**src/rtl/systolic_west_skew_feeder.sv**
```systemverilog
// West-edge operand feeder for the systolic PE grid: accepts one activation vector per
// beat, skews lane i by i cycles, frames each job with accum_reset and done.
module systolic_west_skew_feeder #(
   parameter int DATA_WIDTH = 8,
   parameter int ARRAY_DIM  = 4,
   parameter int LEN_WIDTH  = 16
) (
   input  logic                            clk,
   input  logic                            rst_n,
   input  logic                            start,
   input  logic [LEN_WIDTH-1:0]            k_len,
   input  logic                            in_valid,
   output logic                            in_ready,
   input  logic [ARRAY_DIM*DATA_WIDTH-1:0] in_data,
   output logic [ARRAY_DIM*DATA_WIDTH-1:0] out_data,
   output logic [ARRAY_DIM-1:0]            out_valid,
   output logic                            accum_reset,
   output logic                            busy,
   output logic                            done
);

   localparam int FLUSH_W = $clog2(ARRAY_DIM + 1);

   typedef enum logic [2:0] {
      S_IDLE,
      S_CLEAR,
      S_STREAM,
      S_FLUSH,
      S_DONE
   } state_e;

   state_e               state_q, state_d;
   logic [LEN_WIDTH-1:0] remain_q, remain_d;
   logic [FLUSH_W-1:0]   flush_cnt_q, flush_cnt_d;
   logic                 accum_reset_q, accum_reset_d;
   logic                 done_q, done_d;
   logic                 accept;

   assign in_ready    = (state_q == S_STREAM);
   assign accept      = in_valid && in_ready;
   assign busy        = (state_q != S_IDLE);
   assign accum_reset = accum_reset_q;
   assign done        = done_q;

   always_comb begin
      // NOTE: every signal written here gets a default first, so no path can infer a latch.
      state_d     = state_q;
      remain_d    = remain_q;
      flush_cnt_d = flush_cnt_q;
      case (state_q)
         S_IDLE: begin
            if (start) begin
               if (k_len != '0) begin
                  state_d  = S_CLEAR;
                  remain_d = k_len;
               end else begin
                  state_d = S_DONE;
               end
            end
         end
         S_CLEAR: state_d = S_STREAM;
         S_STREAM: begin
            if (accept) begin
               remain_d = remain_q - LEN_WIDTH'(1);
               if (remain_q == LEN_WIDTH'(1)) begin
                  state_d     = S_FLUSH;
                  flush_cnt_d = '0;
               end
            end
         end
         S_FLUSH: begin
            // Enough bubbles for the deepest lane to drain before done is raised.
            if (flush_cnt_q == FLUSH_W'(ARRAY_DIM - 1)) begin
               state_d = S_DONE;
            end else begin
               flush_cnt_d = flush_cnt_q + FLUSH_W'(1);
            end
         end
         S_DONE:  state_d = S_IDLE;
         default: state_d = S_IDLE;
      endcase
      accum_reset_d = (state_d == S_CLEAR);
      done_d        = (state_d == S_DONE);
   end

   always_ff @(posedge clk or negedge rst_n) begin
      if (!rst_n) begin
         state_q       <= S_IDLE;
         remain_q      <= '0;
         flush_cnt_q   <= '0;
         accum_reset_q <= 1'b0;
         done_q        <= 1'b0;
      end else begin
         // NOTE: sequential state uses non-blocking assignment so every flop samples pre-edge values.
         state_q       <= state_d;
         remain_q      <= remain_d;
         flush_cnt_q   <= flush_cnt_d;
         accum_reset_q <= accum_reset_d;
         done_q        <= done_d;
      end
   end

   // Lane i is a chain of i+1 registers; the last stage drives PE row i directly.
   for (genvar i = 0; i < ARRAY_DIM; i++) begin : g_lane
      logic [DATA_WIDTH-1:0] data_q  [i+1];
      logic [DATA_WIDTH-1:0] data_d  [i+1];
      logic                  valid_q [i+1];
      logic                  valid_d [i+1];

      always_comb begin
         data_d[0]  = accept ? in_data[i*DATA_WIDTH +: DATA_WIDTH] : '0;
         valid_d[0] = accept;
         for (int j = 1; j <= i; j++) begin
            data_d[j]  = data_q[j-1];
            valid_d[j] = valid_q[j-1];
         end
      end

      always_ff @(posedge clk or negedge rst_n) begin
         if (!rst_n) begin
            // NOTE: the skew line is reset so an aborted job can never leak operands into the next one.
            for (int j = 0; j <= i; j++) begin
               data_q[j]  <= '0;
               valid_q[j] <= 1'b0;
            end
         end else begin
            for (int j = 0; j <= i; j++) begin
               data_q[j]  <= data_d[j];
               valid_q[j] <= valid_d[j];
            end
         end
      end

      assign out_data[i*DATA_WIDTH +: DATA_WIDTH] = data_q[i];
      assign out_valid[i]                         = valid_q[i];
   end

endmodule

```
**config.mk**
```make
export PLATFORM = sky130hd
export DESIGN_NAME = systolic_west_skew_feeder
export DESIGN_NICKNAME = d
export VERILOG_FILES = /design/src/rtl/systolic_west_skew_feeder.sv
export SDC_FILE = /design/constraint.sdc
export NUM_CORES = 1
export LEC_CHECK = 0
export ABC_AREA = 0
export BUFFER_PORTS_ARGS = -buffer_cell sky130_fd_sc_hd__buf_4
export CAP_MARGIN = 20
export CORE_MARGIN = 1
export CORE_UTILIZATION = 30
export CTS_BUF_LIST = sky130_fd_sc_hd__clkbuf_4 sky130_fd_sc_hd__clkbuf_8
export DETAILED_ROUTE_END_ITERATION = 16
export PLACE_DENSITY_LB_ADDON = 0.15
export SKIP_CTS_REPAIR_TIMING = 1
export SLEW_MARGIN = 40
export SYNTH_ARGS = -nofsm -noshare
export SYNTH_HDL_FRONTEND = slang
export SYNTH_SLANG_ARGS = --single-unit
export TNS_END_PERCENT = 50
```
**constraint.sdc**
```tcl
create_clock -name clk -period 2.3 [get_ports clk]
set_clock_uncertainty 0.15 [all_clocks]
set_input_delay 0.46 -clock clk [delete_from_list [all_inputs] [get_ports clk]]
set_output_delay 0.46 -clock clk [all_outputs]
set_load 0.02 [all_outputs]
```
Word-level counts from Yosys, hierarchy flattened
Index checks and enable logic that the tools add are counted.

word-level totals
  register bits = 108
  latch bits = 0
  memory bits (writable) = 0
  bits in read-only memories = 0
  input port bits = 52
  output and inout port bits = 40
  memories = 0

cells by class
  $add $sub $neg = 2
  $mul = 0
  divide/modulo/power cells = 0
  $lt $le $gt $ge = 0
  eq/ne operators = 12
  shift-type cells = 0
  mux-type cells = 18
  bitwise operators = 0
  reductions and logical operators = 8

operators by type and width
  cell                     number
  $mux W16                 3
  $mux W8                  4
  $pmux W16 S2             1
  $mux W3                  8
  $eq A16 B1 Y1 const B    1
  $reduce_bool A16 Y1      1
  $sub A16 B1 Y16 const B  1
  $pmux W3 S4              1
  $eq A3 B2 Y1 const B     3
  $reduce_and A4 Y1        2
  $eq A3 B1 Y1 const B     2
  $ne A2 B2 Y1 const B     3
  $pmux W3 S2              1
  $ne A2 B1 Y1 const B     2
  $reduce_bool A2 Y1       2
  $add A3 B1 Y3 const B    1
  $eq A3 B3 Y1 const B     1
  $logic_not A3 Y1         1
  $reduce_bool A3 Y1       1
  $logic_and A1 B1 Y1      1

Depth between registers and ports, before layout
  depth after elaboration = 5
  mapped depth = 7

Worst setup path before layout
OpenSTA, ideal clock, no wires.

  kind = register to register
  from = register remain_q[0]
  to = register remain_q[12]
  setup time = 0.140 ns
  arrival time = 1.907 ns
  required time = 2.010 ns
  path slack = 0.103 ns
  stages on the path, launching flop included = 7
  buffers on the path = 0
  cell sequence = dfrtp_1 -> inv_1 -> ha_1 -> or4b_1 -> or3_1 -> o311ai_1 -> o211ai_1

between the ends
  cells in the longest elaborated chain, start to end = 3

RTL lines
  element                 RTL line  text
  start, declared         33        logic [LEN_WIDTH-1:0] remain_q, remain_d;
  start signal, assigned  96        remain_q <= remain_d;
  $sub A16 B1 Y16         64        remain_d = remain_q - LEN_WIDTH'(1);
  $mux W16                63        if (accept) begin
  $pmux W16 S2            50        case (state_q)

Every way passes these cells. The select of a mux whose other input is x is not followed.
A chain may end at the register's enable or synchronous reset.

Final worst setup path
  from = register state_q[2]
  to = output port in_ready

between the ends
  cells in the longest elaborated chain, start to end = 1

RTL lines
  element                 RTL line  text
  start, declared         32        state_e state_q, state_d;
  start signal, assigned  95        state_q <= state_d;
  $eq A3 B2 Y1            39        assign in_ready = (state_q == S_STREAM);
  end, declared           13        output logic in_ready,

Every way passes these cells.

==> summary.txt <==
Outcome
  • Outcome: finished with violations
  • Failing checks: negative hold slack

Global routing
  • Global-route wire length before repair: between 10000 and 15000 um
  • Largest net degree at the start of global routing: approximately 110
  • Number of antenna violations at the first check in global routing: 0
  • GR peak layer: met2
  • Grt total ovfl: 0
  • GR met2 Demand/Resource: between 20% and 30%
  • Met3 Use GR: ~3.7%
  • GR Util met1: 17.8%
  • Gr usage total: roughly 14%
  • Vias in the first global route: 2734

Power
  • Worst VDD drop: between 0.5 and 0.6 mV
  • Net Sw Power: between 2000 and 2500 uW
  • Gate power share: roughly two fifths
  • Sw Ratio: roughly a third
  • Leakage: between 0.002 and 0.003 uW
  • Sequential Power Share: between 40% and 50%
  • Clk pwr share: between 10% and 20%
  • Pwr dens: 1230 nW/um2
  • Int Power: 4120 uW

Final layout
  • Number of diodes: 0
  • Final Non-Filler Cells: 578
  • Area grow syn2layout: 34.3%
  • Fin area: between 5000 and 6000 um2
  • Layout Nets: approximately 460
  • Share of layout cells above drive strength 1: 38.0%

Setup path
  • Launch point of the critical path: state_q[2]$_DFF_PN0_
  • Crit end category: output pin
  • Crit path launch type: register
  • R2r startpoint: remain_q[0]$_DFFE_PN0P_
  • CP endpoint: in_ready
  • Crit path DAT: between 1.5 and 2 ns
  • R2R Path End: remain_q[12]$_DFFE_PN0P_
  • Critical Path RT: about 1.7 ns
  • Cell count of the worst reg-to-reg path: 6
  • R2R Setup Slk: about 0.11 ns
  • Kind of critical path: reg -> out
  • Crit Path Max Fanout: 7

Yosys
  • #FFs+latches synth: between 100 and 150
  • Synth warn: 0
  • Yosys cell types: 46
  • Main synth FF type: dfrtp_1
  • Synth Cell Area: ~3800 um2
  • Synthesized area per cell: roughly 13 um2
  • Mapped Nets: roughly 340
  • Number of enable flip-flop cells after synthesis: 0
  • Synth Instances: 285
  • Post-synthesis sequential area ratio: 70.3%
  • FFs w/ async S/R, synth: 100%

Drt
  • Drc violations: 0
  • Antenna Nets Post-Route: 0
  • First-pass DRT Iterations: 4
  • Drt wl/cell: between 15 and 20 um
  • Total Wirelength: roughly 8700 um
  • 1st-iter DRT viols: roughly 170
  • Via/cell ratio: about 4.7
  • Vias: 2735

Clock tree
  • Clk_lat worst skew: between 0.3 and 0.4 ns
  • Maximum clock insertion buffer count: 2
  • H-tree levels: 3
  • CTS tree: built
  • Clock transition at the registers of the reported paths: about 0.10 ns
  • Root Buffer: clkbuf_8
  • Clock sink count: 108
  • CTS buffer count: 9

Floorplan
  • Core area: 12300 um2
  • Initial cell density of the core: about a third
  • Die Wd: roughly 120 um
  • # IOs: 92
  • Core Rows: 40
  • Die area: between 10000 and 15000 um2
  • Die H: about 120 um

STA
  • Final Hold Fails: 12
  • Fmax: 449 MHz
  • Final Critical Period: between 2 and 2.5 ns
  • Fin. max-slew vios: 0
  • Final hold slack: -0.00629 ns
  • Worst slew pin tran: 0.567 ns
  • Final setup fails: 0
  • Fin crit share: 96.8%
  • RSZ-0062 raised after global routing: no
  • Worst relative slew slack: between 60% and 70%
  • Worst setup margin: ~0.074 ns

Placement
  • Post-DP HPWL: approximately 5900 um
  • Port-buffer cells: just over 90
  • Placer Congestion: 0.844
  • Post-Place Cell Area: around 5000 um2
  • Setup WS pre-CTS: ~0.04 ns
  • Placed insts: between 500 and 600

Flow run
  • MaxCap Viol Count: 0

Hold path
  • Worst Hold Class: in -> async
-- area by class of cell --
cell class | count | area [um2]
fillers | 1175 | 7100
flip-flops and latches | 108 | 2700
multi-input cells | 153 | 1040
repair buffers | 124 | 960
well taps | 168 | 210
clock buffers | 10 | 131
clock inverters | 6 | 76.3
inverters | 9 | 37.5
-- Yosys cell counts, types with 2 or more instances --
cell / count / area share, %
a2bb2oi_1: 2 / 0.46
or3_1: 3 / 0.49
a22oi_1: 5 / 0.98
a21oi_1: 4 / 0.52
nor4_1: 7 / 1.1
o211ai_1: 8 / 1.6
nor2_1: 7 / 0.68
nand3_1: 10 / 1.3
or2_2: 2 / 0.33
o41a_1: 2 / 0.59
a22o_1: 4 / 0.91
clkbuf_1: 11 / 1.1
or4_4: 2 / 0.59
mux2_2: 2 / 0.59
ha_1: 4 / 1.3
dfrtp_1: 108 / 70
nand2_1: 17 / 1.7
o22ai_1: 7 / 1.1
nor3_1: 3 / 0.39
o21ai_0: 7 / 0.91
a31oi_1: 5 / 0.81
and3_1: 33 / 5.4
buf_2: 2 / 0.26
inv_1: 8 / 0.78
-- worst min-delay path by stage --
stage                              startpoint                             end  slack, ns
2_1_floorplan                           rst_n           accum_reset$_DFF_PN0_       0.01
3_3_place_gp    g_lane[2].data_d[6]$_DFF_PN0_          out_data[22]$_DFF_PN0_       0.18
3_5_place_dp   g_lane[2].data_d[11]$_DFF_PN0_   g_lane[2].data_d[3]$_DFF_PN0_       0.18
4_1_cts                                 rst_n  g_lane[3].data_d[18]$_DFF_PN0_      0.005
5_1_grt                                 rst_n          out_data[29]$_DFF_PN0_       0.03
6_report                                rst_n   g_lane[3].data_d[6]$_DFF_PN0_     -0.006
-- state kept, by name, summed over array words and instances, names as in the netlist --
| register | flops |
|---|---|
| g_lane.valid_d | 3 |
| remain_q | 16 |
| g_lane.data_q | 8 |
| flush_cnt_q | 3 |
| done | 1 |
| out_data | 24 |
| state_q | 3 |
| out_valid | 1 |
| accum_reset | 1 |
| g_lane.data_d | 48 |
-- stage by stage --
step	utilization [%]	setup TNS (ns)	power [uW]
6_report	42.1	0	6360
3_5_place_dp	40.0	0	5100
2_1_floorplan	-	0	4060
4_1_cts	41.7	-0.137	6310
3_3_place_gp	40.0	0	5060
5_1_grt	42.1	0	6770
-- cells by family (layout without fill, tap and decap cells) --
logic type,Yosys count,in the layout,share of synthesized area [%]
flops,108,108,70.3
fa+ha+maj,4,4,1.30
mux,2,2,0.586
simple gates,92,92,13.9
compound gates,55,55,11.2
buf+inv,24,149,2.70
-- critical path: stages (launching register included) --
cell and delay, ns:
dfrtp_1 0.39, buf_4 0.16, or3b_4 0.41, clkinvlp_4 0.15, buf_6 0.13
-- cell usage in the layout, fill, tap and decap left out, types with 3 or more instances in the layout --
cell      synthesis  layout
buf_4             1     121
dfrtp_1         108     108
and3_1           33      33
nand2_1          17      17
nand3_1          10      10
clkbuf_8          0       9
inv_1             8       8
o211ai_1          8       8
nor4_1            7       7
o22ai_1           7       7
nor2_1            7       7
o21ai_0           7       7
a31oi_1           5       5
a22oi_1           5       5
a22o_1            4       4
a21oi_1           4       4
ha_1              4       4
or3_1             3       3
nor3_1            3       3
-- layer usage --
metal  share of wire [%]  wire length, um
met1                  44             3810
met2                  48             4220
met3                 5.5              479
met4                 2.3              198
met5                   0                0
-- power by group through the flow --
stage | clock network (uW) | registers [uW] | logic [uW]
final | 1190 | 2650 | 2520
after global routing | 1320 | 2710 | 2740
after CTS | 1250 | 2650 | 2410
after detailed placement | 0 | 2700 | 2400
after global placement | 0 | 2680 | 2380
after floorplan | 0 | 2840 | 1210
Note: power is estimated with default switching activity, not from simulation.
